`config.mk`:
```
export PLATFORM = sky130hd
export DESIGN_NAME = chime_alarm_gen
export DESIGN_NICKNAME = d
export VERILOG_FILES = /design/src/rtl/chime_alarm_gen.sv
export SDC_FILE = /design/constraint.sdc
export NUM_CORES = 1
export LEC_CHECK = 0
export CAP_MARGIN = 20
export CORE_MARGIN = 4
export CORE_UTILIZATION = 45
export DETAILED_ROUTE_END_ITERATION = 8
export PLACE_DENSITY_LB_ADDON = 0.25
export SYNTH_ARGS = -nofsm -noshare
export SYNTH_HDL_FRONTEND = slang
export SYNTH_SLANG_ARGS = --single-unit
```
`constraint.sdc`:
```
create_clock -name clk -period 7.25 [get_ports clk]
set_clock_uncertainty 0.05 [all_clocks]
set_input_delay 1.45 -clock clk [delete_from_list [all_inputs] [get_ports clk]]
set_output_delay 1.45 -clock clk [all_outputs]
set_load 0.05 [all_outputs]
```
`src/rtl/chime_alarm_gen.sv`:
```
// chime_alarm_gen: hourly chime plus daily alarm tone generator.
// A seconds-driven FSM plays PRE_BEEPS low beeps ahead of each PERIOD boundary,
// then a single high beep on the boundary second. A programmable alarm preempts
// the chime and rings alternating tones until timeout, acknowledge or disarm.
// Optional feature macro: SNOOZE_EN (acknowledge snoozes instead of stopping).
module chime_alarm_gen #(
    parameter int SEC_W       = 17,
    parameter int PERIOD      = 3600,
    parameter int PRE_BEEPS   = 4,
    parameter int DIV_W       = 16,
    parameter int LO_BIT      = 15,
    parameter int HI_BIT      = 14,
    parameter int ALARM_SECS  = 60,
    parameter int SNOOZE_SECS = 300
) (
    input  logic             clk,
    input  logic             rst_n,
    input  logic             en,
    input  logic [SEC_W-1:0] cur_sec,
    input  logic             sec_tick,
    input  logic             alarm_en,
    input  logic [SEC_W-1:0] alarm_sec,
    input  logic             alarm_ack,
    output logic             speaker,
    output logic             ringing
);

    localparam int DAY_SECS    = 86400;
    localparam int CHIME_START = PERIOD - 2 * PRE_BEEPS;
    localparam int CNT_MAX_A   = (ALARM_SECS > 2 * PRE_BEEPS) ? ALARM_SECS : 2 * PRE_BEEPS;
    localparam int CNT_MAX     = (SNOOZE_SECS > CNT_MAX_A) ? SNOOZE_SECS : CNT_MAX_A;
    localparam int CNT_W       = $clog2(CNT_MAX + 1);

    typedef enum logic [2:0] {
        S_IDLE,
        S_PRE,
        S_TOP,
        S_ALARM
`ifdef SNOOZE_EN
        ,
        S_SNOOZE
`endif
    } state_t;

    state_t             state_q, state_d;
    logic [CNT_W-1:0]   sec_cnt_q, sec_cnt_d;
    logic [DIV_W-1:0]   div_q, div_d;
    logic               speaker_q, speaker_d;
    logic               ringing_q, ringing_d;

    logic [SEC_W-1:0]   phase;
    logic               alarm_hit;
    logic               chime_hit;

    // Position of the current second within the chime period, and trigger decodes.
    always_comb begin
        phase     = cur_sec % SEC_W'(PERIOD);
        alarm_hit = sec_tick && alarm_en && (cur_sec == alarm_sec)
                    && (cur_sec < SEC_W'(DAY_SECS));
        chime_hit = sec_tick && (phase == SEC_W'(CHIME_START));
    end

    // Next-state, second counter and tone selection; outputs are derived from
    // the next state so the registered pins track the state register exactly.
    always_comb begin
        state_d   = state_q;
        sec_cnt_d = sec_cnt_q;
        div_d     = div_q + 1'b1;
        speaker_d = 1'b0;
        ringing_d = 1'b0;

        if (!en) begin
            state_d   = S_IDLE;
            sec_cnt_d = '0;
        end else begin
            unique case (state_q)
                S_IDLE: begin
                    if (alarm_hit) begin
                        state_d   = S_ALARM;
                        sec_cnt_d = '0;
                    end else if (chime_hit) begin
                        state_d   = S_PRE;
                        sec_cnt_d = '0;
                    end
                end
                S_PRE: begin
                    if (alarm_hit) begin
                        state_d   = S_ALARM;
                        sec_cnt_d = '0;
                    end else if (sec_tick) begin
                        sec_cnt_d = sec_cnt_q + 1'b1;
                        if (phase == '0) begin
                            state_d = S_TOP;
                        end
                    end
                end
                S_TOP: begin
                    if (alarm_hit) begin
                        state_d   = S_ALARM;
                        sec_cnt_d = '0;
                    end else if (sec_tick) begin
                        state_d = S_IDLE;
                    end
                end
                S_ALARM: begin
                    if (!alarm_en) begin
                        state_d = S_IDLE;
                    end else if (alarm_ack) begin
`ifdef SNOOZE_EN
                        state_d   = S_SNOOZE;
                        sec_cnt_d = '0;
`else
                        state_d = S_IDLE;
`endif
                    end else if (sec_tick) begin
                        if (sec_cnt_q == CNT_W'(ALARM_SECS - 1)) begin
                            state_d = S_IDLE;
                        end else begin
                            sec_cnt_d = sec_cnt_q + 1'b1;
                        end
                    end
                end
`ifdef SNOOZE_EN
                S_SNOOZE: begin
                    if (!alarm_en) begin
                        state_d = S_IDLE;
                    end else if (sec_tick) begin
                        if (sec_cnt_q == CNT_W'(SNOOZE_SECS - 1)) begin
                            state_d   = S_ALARM;
                            sec_cnt_d = '0;
                        end else begin
                            sec_cnt_d = sec_cnt_q + 1'b1;
                        end
                    end
                end
`endif
                default: begin
                    state_d = S_IDLE;
                end
            endcase
        end

        unique case (state_d)
            S_PRE:   speaker_d = sec_cnt_d[0] ? 1'b0 : div_d[LO_BIT];
            S_TOP:   speaker_d = div_d[HI_BIT];
            S_ALARM: begin
                speaker_d = sec_cnt_d[0] ? div_d[LO_BIT] : div_d[HI_BIT];
                ringing_d = 1'b1;
            end
            default: begin
                speaker_d = 1'b0;
                ringing_d = 1'b0;
            end
        endcase
    end

    // State, counters, divider and output registers with synchronous reset.
    always_ff @(posedge clk) begin
        if (!rst_n) begin
            state_q   <= S_IDLE;
            sec_cnt_q <= '0;
            div_q     <= '0;
            speaker_q <= 1'b0;
            ringing_q <= 1'b0;
        end else begin
            state_q   <= state_d;
            sec_cnt_q <= sec_cnt_d;
            div_q     <= div_d;
            speaker_q <= speaker_d;
            ringing_q <= ringing_d;
        end
    end

    assign speaker = speaker_q;
    assign ringing = ringing_q;

endmodule

```
### Yosys cells after proc, flatten, opt, wreduce, memory -nomap -nowiden

Cells that the tools add are included.

| storage, ports and cells | value |
|---|---|
| flip-flop bits (word level) | 30 |
| bits of input ports | 40 |
| output and inout port bits | 2 |
| word-level logic and storage cells | 63 |

| operators by class | value |
|---|---|
| add/subtract/negate cells | 2 |
| divide/modulo/power cells | 1 |
| $lt $le $gt $ge | 1 |
| eq/ne operators | 16 |
| mux-type cells | 28 |
| reductions and logical operators | 9 |

Operator list:

| kind | count |
|---|---|
| 9-bit two-way mux | 9 |
| 3-bit two-way mux | 12 |
| 9-bit case mux with 4 select lines | 1 |
| 17-bit by 12-bit == test with 1-bit output (second input constant) | 1 |
| 17-bit == test | 1 |
| 17-bit logical NOT | 1 |
| 17-bit < comparator (second input constant) | 1 |
| 17-bit by 12-bit modulo with 17-bit output (second input constant) | 1 |
| 16-bit by 1-bit adder with 16-bit output (second input constant) | 1 |
| 3-bit by 2-bit == test with 1-bit output (second input constant) | 4 |
| 3-bit case mux with 4 select lines | 1 |
| 2-bit != test (second input constant) | 5 |
| 9-bit by 1-bit adder with 9-bit output (second input constant) | 1 |
| 9-bit by 6-bit == test with 1-bit output (second input constant) | 1 |
| 8-bit AND reduction | 1 |
| 3-bit by 1-bit == test with 1-bit output (second input constant) | 2 |
| 3-bit != test (second input constant) | 2 |
| 1-bit logical AND | 4 |
| 1-bit two-way mux | 4 |
| 4-bit nonzero test | 1 |
| 3-bit logical NOT | 1 |
| 1-bit case mux with 3 select lines | 1 |
| 2-bit AND reduction | 1 |

### Longest topological paths before layout

Gate-level depths: netlist of the first run.

| depth | value |
|---|---|
| depth in word-level cells | 9 |
| gate-level depth with buffers | 20 |

### Least setup slack after synthesis of the first run

No wires, ideal clock.

| path | value |
|---|---|
| path kind | input -> register |
| from | input cur_sec[11] |
| to | register speaker_q (netlist: speaker) |
| data arrival time | 6.369 ns |
| required time | 7.113 ns |
| slack | 0.744 ns |
| stages | 19 |
| cell sequence | buf_4 > nor4_4 > nor4_1 > or4_1 > buf_2 > or4_1 > buf_2 > a31oi_4 > o2111ai_4 > a31oi_2 > mux2_2 > a2111o_1 > nor4b_2 > a311oi_1 > a211oi_2 > or4_1 > and3_1 > o221a_1 > o31ai_1 |

| between the ends | value |
|---|---|
| longest elaborated chain between the ends | 9 |

Ends and longest elaborated chain:

| item | line | source |
|---|---|---|
| start: declaration | 19 | `input logic [SEC_W-1:0] cur_sec,` |
| 17-bit by 12-bit modulo with 17-bit output | 57 | `phase = cur_sec % SEC_W'(PERIOD);` |
| 17-bit logical NOT / 17-bit by 12-bit == test with 1-bit output (equally long branches) | 92, 60 |  |
| 3-bit two-way mux / 1-bit logical AND (equally long branches) | 92, 60 |  |
| 3-bit two-way mux (tied with other cells) | 90 | `end else if (sec_tick) begin` |
| 3-bit two-way mux (tied with other cells) | 87 | `if (alarm_hit) begin` |
| 3-bit case mux with 4 select lines / 9-bit case mux with 4 select lines (equally long branches) | 76 | `unique case (state_q)` |
| 3-bit two-way mux / 1-bit two-way mux (equally long branches) | 72 | `if (!en) begin` |
| 3-bit by 2-bit == test with 1-bit output (tied with other cells) | 143 | `unique case (state_d)` |
| 1-bit case mux with 3 select lines (*) | 143 |  |
| end signal: assignment | 169 | `speaker_q <= speaker_d;` |
| end: declaration | 48 | `logic speaker_q, speaker_d;` |

Mark *: on every way between the ends. The rest lies on a longest branch, timed or not. The select of a mux whose other input is x is not followed.
A chain may end at the register's enable or synchronous reset.

### Worst setup path after layout of the first run

| path | value |
|---|---|
| from | input cur_sec[10] |
| to | register speaker_q (netlist: speaker) |

The elaborated chain is that of the path after synthesis.

==> flow_summary.toml, run 1 <==
[yosys]
synth_edf_count = 0
syn_area_sq_mm = 0.00330
synth_cell_types = 80
ys_seq_area_share_pct = 18.2
ys_warn_count = 0
synth_area_leaders = "dfxtp_1, xnor2_1, a21oi_1"
ys_ff_latch = 30
synth_top_area_cell = "dfxtp_1"
synth-main-ff-cell = "dfxtp_1"
synth_common_cells = "dfxtp_1, nand2_1, nor2_1"
synthCells = 439
synth_top_area_share_pct = 18.2
syn_avg_cell_area_sq_um = 7.52
synthArstFlopShare_pct = 0
synth_nets = 481

[global_routing]
grt_usage_pct = 20.5
overflow = 0
grt_pass1_vias = 3265
grt_first_pass_wirelength_microns = 14800
grt_max_degree = 20
antenna_found_initial = 0

[sta]
relSlewSlack_pct = 47.3
max_freq_ghz = 0.142
period_minus_slack_ps = 7030
setup_viol = 0
fin_crit_sh_pct = 97.0
worstMarginPinSlew_ps = 785
timing.setup.tns_ps = 0
slew_violations = 0
finalHoldViolations = 0
holdWs_ps = 388

[finish]
antenna_cells = 0
drive_gt1_share_pct = 12.5
post-route-util_pct = 57.8
nNetsFinal = 529
syn_to_final_growth_pct = 21.4
fillerInstances = 679

[floorplan]
rows = 30
dieHeight_microns = 93.7
dieArea_sq_mm = 0.00878
io_pins = 42
coreArea_sq_mm = 0.00694
initial_core_util_pct = 47.6
die_x_microns = 93.7

[power]
vdd_drop_max_uv = 88.2
power_leakage_nw = 1.41
p_per_area_mw_per_mm2 = 134

[route]
drt-total-wl_microns = 9310
drt_iter0_drc = 247
antenna_left = 0
via_per_inst = 6.16
met3_length_microns = 739
drc = 0
num_vias = 3600
dr.pass1.iters = 5
routedWlPerCell_microns = 15.9
met2_length_microns = 4200
wl_met1_microns = 4160
topRoutingLayerUsed = "met4"

[clock_tree]
cts_buffers = 5
clkLatencyLatePin_ps = 280
ctsResizeCount = 0
cts_tree = "yes"
clock-sinks = 30
cts-root-buf = "clkbuf_8"
clk_pin_slew_ps = 70
htree_num_levels = 2
clockBufferDepth = 2

[worst_setup_path]
required_ps = 7390
cp.arrival_ps = 7170
path_class = "primary input to flop"
startpoint_type = "primary input"
end_kind = "flop"
worstPathMaxFanout = 9

[run]
cap_violations = 0

[placement]
gp_congestion = 0.956
io_buffers = 41
hpwl_microns = 7280

[run_status]
outcome = "completed"

[hold_path]
min_path_type = "flop to flop"
[critical path, cell delays in order]
cell and delay (ps):
clkdlybuf4s50_1 560, buf_4 240, or4_1 600, o31a_1 280
o21ai_2 200, o211ai_1 180, o211ai_1 420, o2111ai_4 250
a31oi_2 240, mux2_2 380, a2111o_1 450, nor4b_2 180
buf_4 150, a211oi_1 230, a31oi_1 100, or4_1 520
and3_1 240, o221a_1 270, o31ai_1 230
[per-stage QoR]
step / worst slack [ps] / std cells / total power, mW / instance area (sq um)
after floorplan: 744 / 439 / 0.321 / 3300
after global placement: 215 / 574 / 0.390 / 3900
after detailed placement: 32.2 / 574 / 0.393 / 3900
after CTS: 310 / 582 / 0.535 / 4000
after global routing: -24.9 / 584 / 0.564 / 4010
final: 219 / 584 / 0.537 / 4010
[registers in the layout (all words and copies together) (netlist names)]
register,cells
ringing,1
speaker,1
state_q,3
div_q,16
sec_cnt_q,9
[routing by layer]
layer | global-route usage (%) | vias to the layer above
met4 | 6.38 | 0
met3 | 4.65 | 27
met2 | 32.6 | 154
li1 | - | 1765
met1 | 27.4 | 1654
met5 | 0 | -
[cell type report]
type,count,area [sq um],share of cell area (%)
inverters,11,41.3,1.03
clock inverters,2,12.5,0.312
well taps,96,120,2.99
repair buffers,67,606,15.1
multi-input cells,372,2550,63.5
flip-flops and latches,30,601,15.0
clock buffers,6,82.6,2.06
[path summary, 6_finish.rpt]
| path | from | to | slack, ps | cells past startpoint |
|---|---|---|---|---|
| max | cur_sec[10] | speaker | 220 | 19 |
| min | div_q[0] | div_q[0] | 390 | 1 |
| max reg2reg | sec_cnt_q[0] | sec_cnt_q[7] | 4460 | 10 |
| min reg2reg | div_q[0] | div_q[0] | 390 | 1 |
[kinds of logic (layout without fill, tap and decap cells)]
logic type	count (synthesis)	after routing	share of synthesized area, %
multiplexers	6	6	1.89
adder cells (fa/ha/maj)	2	2	0.757
AND/OR/NAND/NOR	195	195	34.1
buffers and inverters	37	86	4.66
flip-flops	30	30	18.2
other	1	1	0.114
AO/OA/AOI/OAI	130	130	30.2
XOR/XNOR	38	38	10.1
[repair_timing]
action / in CTS / in global routing
endpoints found under the setup margin: 0 / 3
hold buffers: 0 / 0
setup buffers: 0 / 2
[layout by cell type, fill, tap and decap left out, types with 7 or more instances in the layout]
cell type,count
clkdlybuf4s50_1,41
nand2_1,30
nor2_1,30
dfxtp_1,30
buf_4,26
a21oi_1,25
nand3_1,24
xnor2_1,24
o21ai_0,24
and2_1,18
nand4_1,15
xor2_1,14
inv_1,11
nor3_1,11
and3_1,9
nor2b_1,8
nor4_1,7
or4_1,7
o211ai_1,7
[power by group]
| part | internal, mW | switching [mW] | leakage, nW | total [mW] |
|---|---|---|---|---|
| clock network | 0.0762 | 0.0653 | 0.0472 | 0.142 |
| registers | 0.166 | 0.00193 | 0.243 | 0.168 |
| logic | 0.0983 | 0.129 | 1.12 | 0.227 |
No activity file was read; power rests on OpenSTA's default activity.
==> run 2, diff against run 1 <==
--- a/config.mk
+++ b/config.mk
@@ -5,6 +5,7 @@
 export SDC_FILE = /design/constraint.sdc
 export NUM_CORES = 1
 export LEC_CHECK = 0
+export ABC_AREA = 1
 export CAP_MARGIN = 20
 export CORE_MARGIN = 4
 export CORE_UTILIZATION = 45
==> constraint.sdc (replaced) <==
create_clock -name clk -period 7.25 [get_ports clk]
set_clock_uncertainty 0.05 [all_clocks]
set_input_delay 1.45 -clock clk [delete_from_list [all_inputs] [get_ports clk]]
set_output_delay 1.45 -clock clk [all_outputs]
set_load 0.02 [all_outputs]
==> run 2 against run 1 <==
Count of clock-buffer cells in the layout did not move. Flip-flop and latch count unchanged. Highest routed layer unchanged. Final area is 0.16% higher. Synthesized cell count rose by 38%. Via count grew 4.9%. Die area is 3.4% higher. Non-clock buffer count decreased by 26. Final cell count increased by 28%. Global-route usage down 1.4 points.
==> flow_summary.toml, run 2 <==
[sta]
rsz0062_at_grt = "false"
fin_crit_sh_pct = 85.7
setup_viol = 0
slew_violations = 0
period_minus_slack_ps = 6210
max_freq_ghz = 0.161
timing.setup.tns_ps = 0
setup_slack_ps = 1040
finalHoldViolations = 0
holdWs_ps = 412

[floorplan]
dieArea_sq_mm = 0.00907
initial_core_util_pct = 46.7
io_pins = 42
rows = 31
dieHeight_microns = 95.3
die_x_microns = 95.3
coreArea_sq_mm = 0.00733

[route]
drt_iter0_drc = 242
drc = 0
num_vias = 3778
routedWlPerCell_microns = 11.5
drt-total-wl_microns = 8650
antenna_left = 0
via_per_inst = 5.04
dr.pass1.iters = 5

[placement]
gp_congestion = 0.890
place_ws_ps = 750
hpwl_microns = 7060
io_buffers = 41

[hold_path]
hp-start = "div_q[0]"
min_path_type = "flop to flop"
hold_depth = 1

[clock_tree]
ctsResizeCount = 0
post-cts-setup-buffers = 0
clock-sinks = 30
clockBufferDepth = 2
cts_tree = "yes"
clkLatencyLatePin_ps = 280
clk_pin_slew_ps = 70
cts.hold.buffers_added = 0
htree_num_levels = 2
cts_buffers = 5
cts-root-buf = "clkbuf_8"

[global_routing]
grt_first_pass_wirelength_microns = 14000
grt_usage_pct = 19.0
grt_max_degree = 13
antenna_found_initial = 0
overflow = 0
grt_pass1_vias = 3241

[worst_setup_path]
crit_path_top_delay_cell = "clkdlybuf4s50_1"
r2r_cells = 12
required_ps = 7370
worstPathMaxFanout = 11
critPathMaxStageDelay_ps = 710
startpoint = "cur_sec[16]"
startpoint_type = "primary input"
reg2reg_from = "sec_cnt_q[0]"
end_kind = "flop"
path_class = "primary input to flop"
cp.arrival_ps = 6330
critPathMostFrequentCell = "nand2_1"

[yosys]
ys_ff_latch = 30
synth-main-ff-cell = "dfxtp_1"
synth_area_leaders = "nand2_1, dfxtp_1, inv_1"
ys_seq_area_share_pct = 17.5
yosysMostFrequentCell = "nand2_1"
synth_top_area_cell = "nand2_1"
synth_nets = 649
synth_common_cells = "nand2_1, inv_1, nor2_1"
synth_top_area_share_pct = 19.1
synth_cell_types = 45
synthCells = 607
syn_area_sq_mm = 0.00343
synth_edf_count = 0
synthArstFlopShare_pct = 0
ys_warn_count = 0
syn_avg_cell_area_sq_um = 5.64

[run]
cap_violations = 0

[run_status]
outcome = "completed"

[finish]
multi_input_area_sq_mm = 0.00241
largest_register_ffs = 16
mostFrequentLayoutCell = "nand2_1"
post-route-util_pct = 54.8
top_register = "div_q"
drive_gt1_share_pct = 12.0
syn_to_final_growth_pct = 17.3
register_area_sq_um = 601
mostFrequentLayoutCells = "nand2_1, inv_1, nor2_1, nand3_1, clkdlybuf4s50_1"
nNetsFinal = 692
fillerInstances = 742
antenna_cells = 0
top_regs = "div_q: 16 flops, sec_cnt_q: 9 flops, state_q: 3 flops"

[power]
power_leakage_nw = 1.87
vdd_drop_max_uv = 94.2
power_mw = 0.631
p_per_area_mw_per_mm2 = 157
run 2: final timing paths:
kind	to	slack, ps
max	sec_cnt_q[4]	1040
min	div_q[0]	410
max reg2reg	speaker	4650
min reg2reg	div_q[0]	410
run 2: cell type report:
cell class | instances | share of cell area (%)
Clock buffer | 6 | 2.06
Clock inverter | 2 | 0.311
Tap cell | 99 | 3.08
Sequential cell | 30 | 14.9
Multi-Input combinational cell | 472 | 60.0
Inverter | 100 | 9.37
Timing Repair Buffer | 41 | 10.2
run 2: per-stage QoR:
stage / cells / instance area, sq um
final: 750 / 4020
after global routing: 750 / 4020
after CTS: 750 / 4020
after detailed placement: 742 / 3920
after global placement: 742 / 3920
after floorplan: 607 / 3430
run 2: worst max-delay path: cells and delay by family:
kind | cells | cell delay [ps]
AO/OA/AOI/OAI | 3 | 520
AND/OR/NAND/NOR | 32 | 3350
buffers and inverters | 4 | 990
run 2: logic make-up after synthesis:
group | synth area share [%]
simple gates | 55.2
xor+xnor | 3.84
other cells | 0.109
buf+inv | 12.1
fa+ha+maj | 0.730
compound gates | 10.5
flops | 17.5
run 2: routing by layer:
metal	vias up	GRT usage [%]	share of wire [%]
met3	10	3.87	5.0
met2	100	30.7	43
met1	1642	26.6	51
met4	0	2.88	1.0
li1	2026	-	-
met5	-	0	0
run 2: power by group:
group | internal (mW) | total (mW) | switching, mW
registers | 0.167 | 0.168 | 0.00179
logic | 0.112 | 0.321 | 0.209
clock network | 0.0762 | 0.142 | 0.0661
total | 0.355 | 0.631 | 0.277
==> run 3, diff against run 2 <==
--- a/config.mk
+++ b/config.mk
@@ -9,8 +9,10 @@
 export CAP_MARGIN = 20
 export CORE_MARGIN = 4
 export CORE_UTILIZATION = 45
+export CTS_BUF_LIST = sky130_fd_sc_hd__clkbuf_4 sky130_fd_sc_hd__clkbuf_8
 export DETAILED_ROUTE_END_ITERATION = 8
 export PLACE_DENSITY_LB_ADDON = 0.25
+export SETUP_SLACK_MARGIN = 0.02
 export SYNTH_ARGS = -nofsm -noshare
 export SYNTH_HDL_FRONTEND = slang
 export SYNTH_SLANG_ARGS = --single-unit
==> results of run 3 <==
Final layout, timing and power as in run 2 (identical DEF).
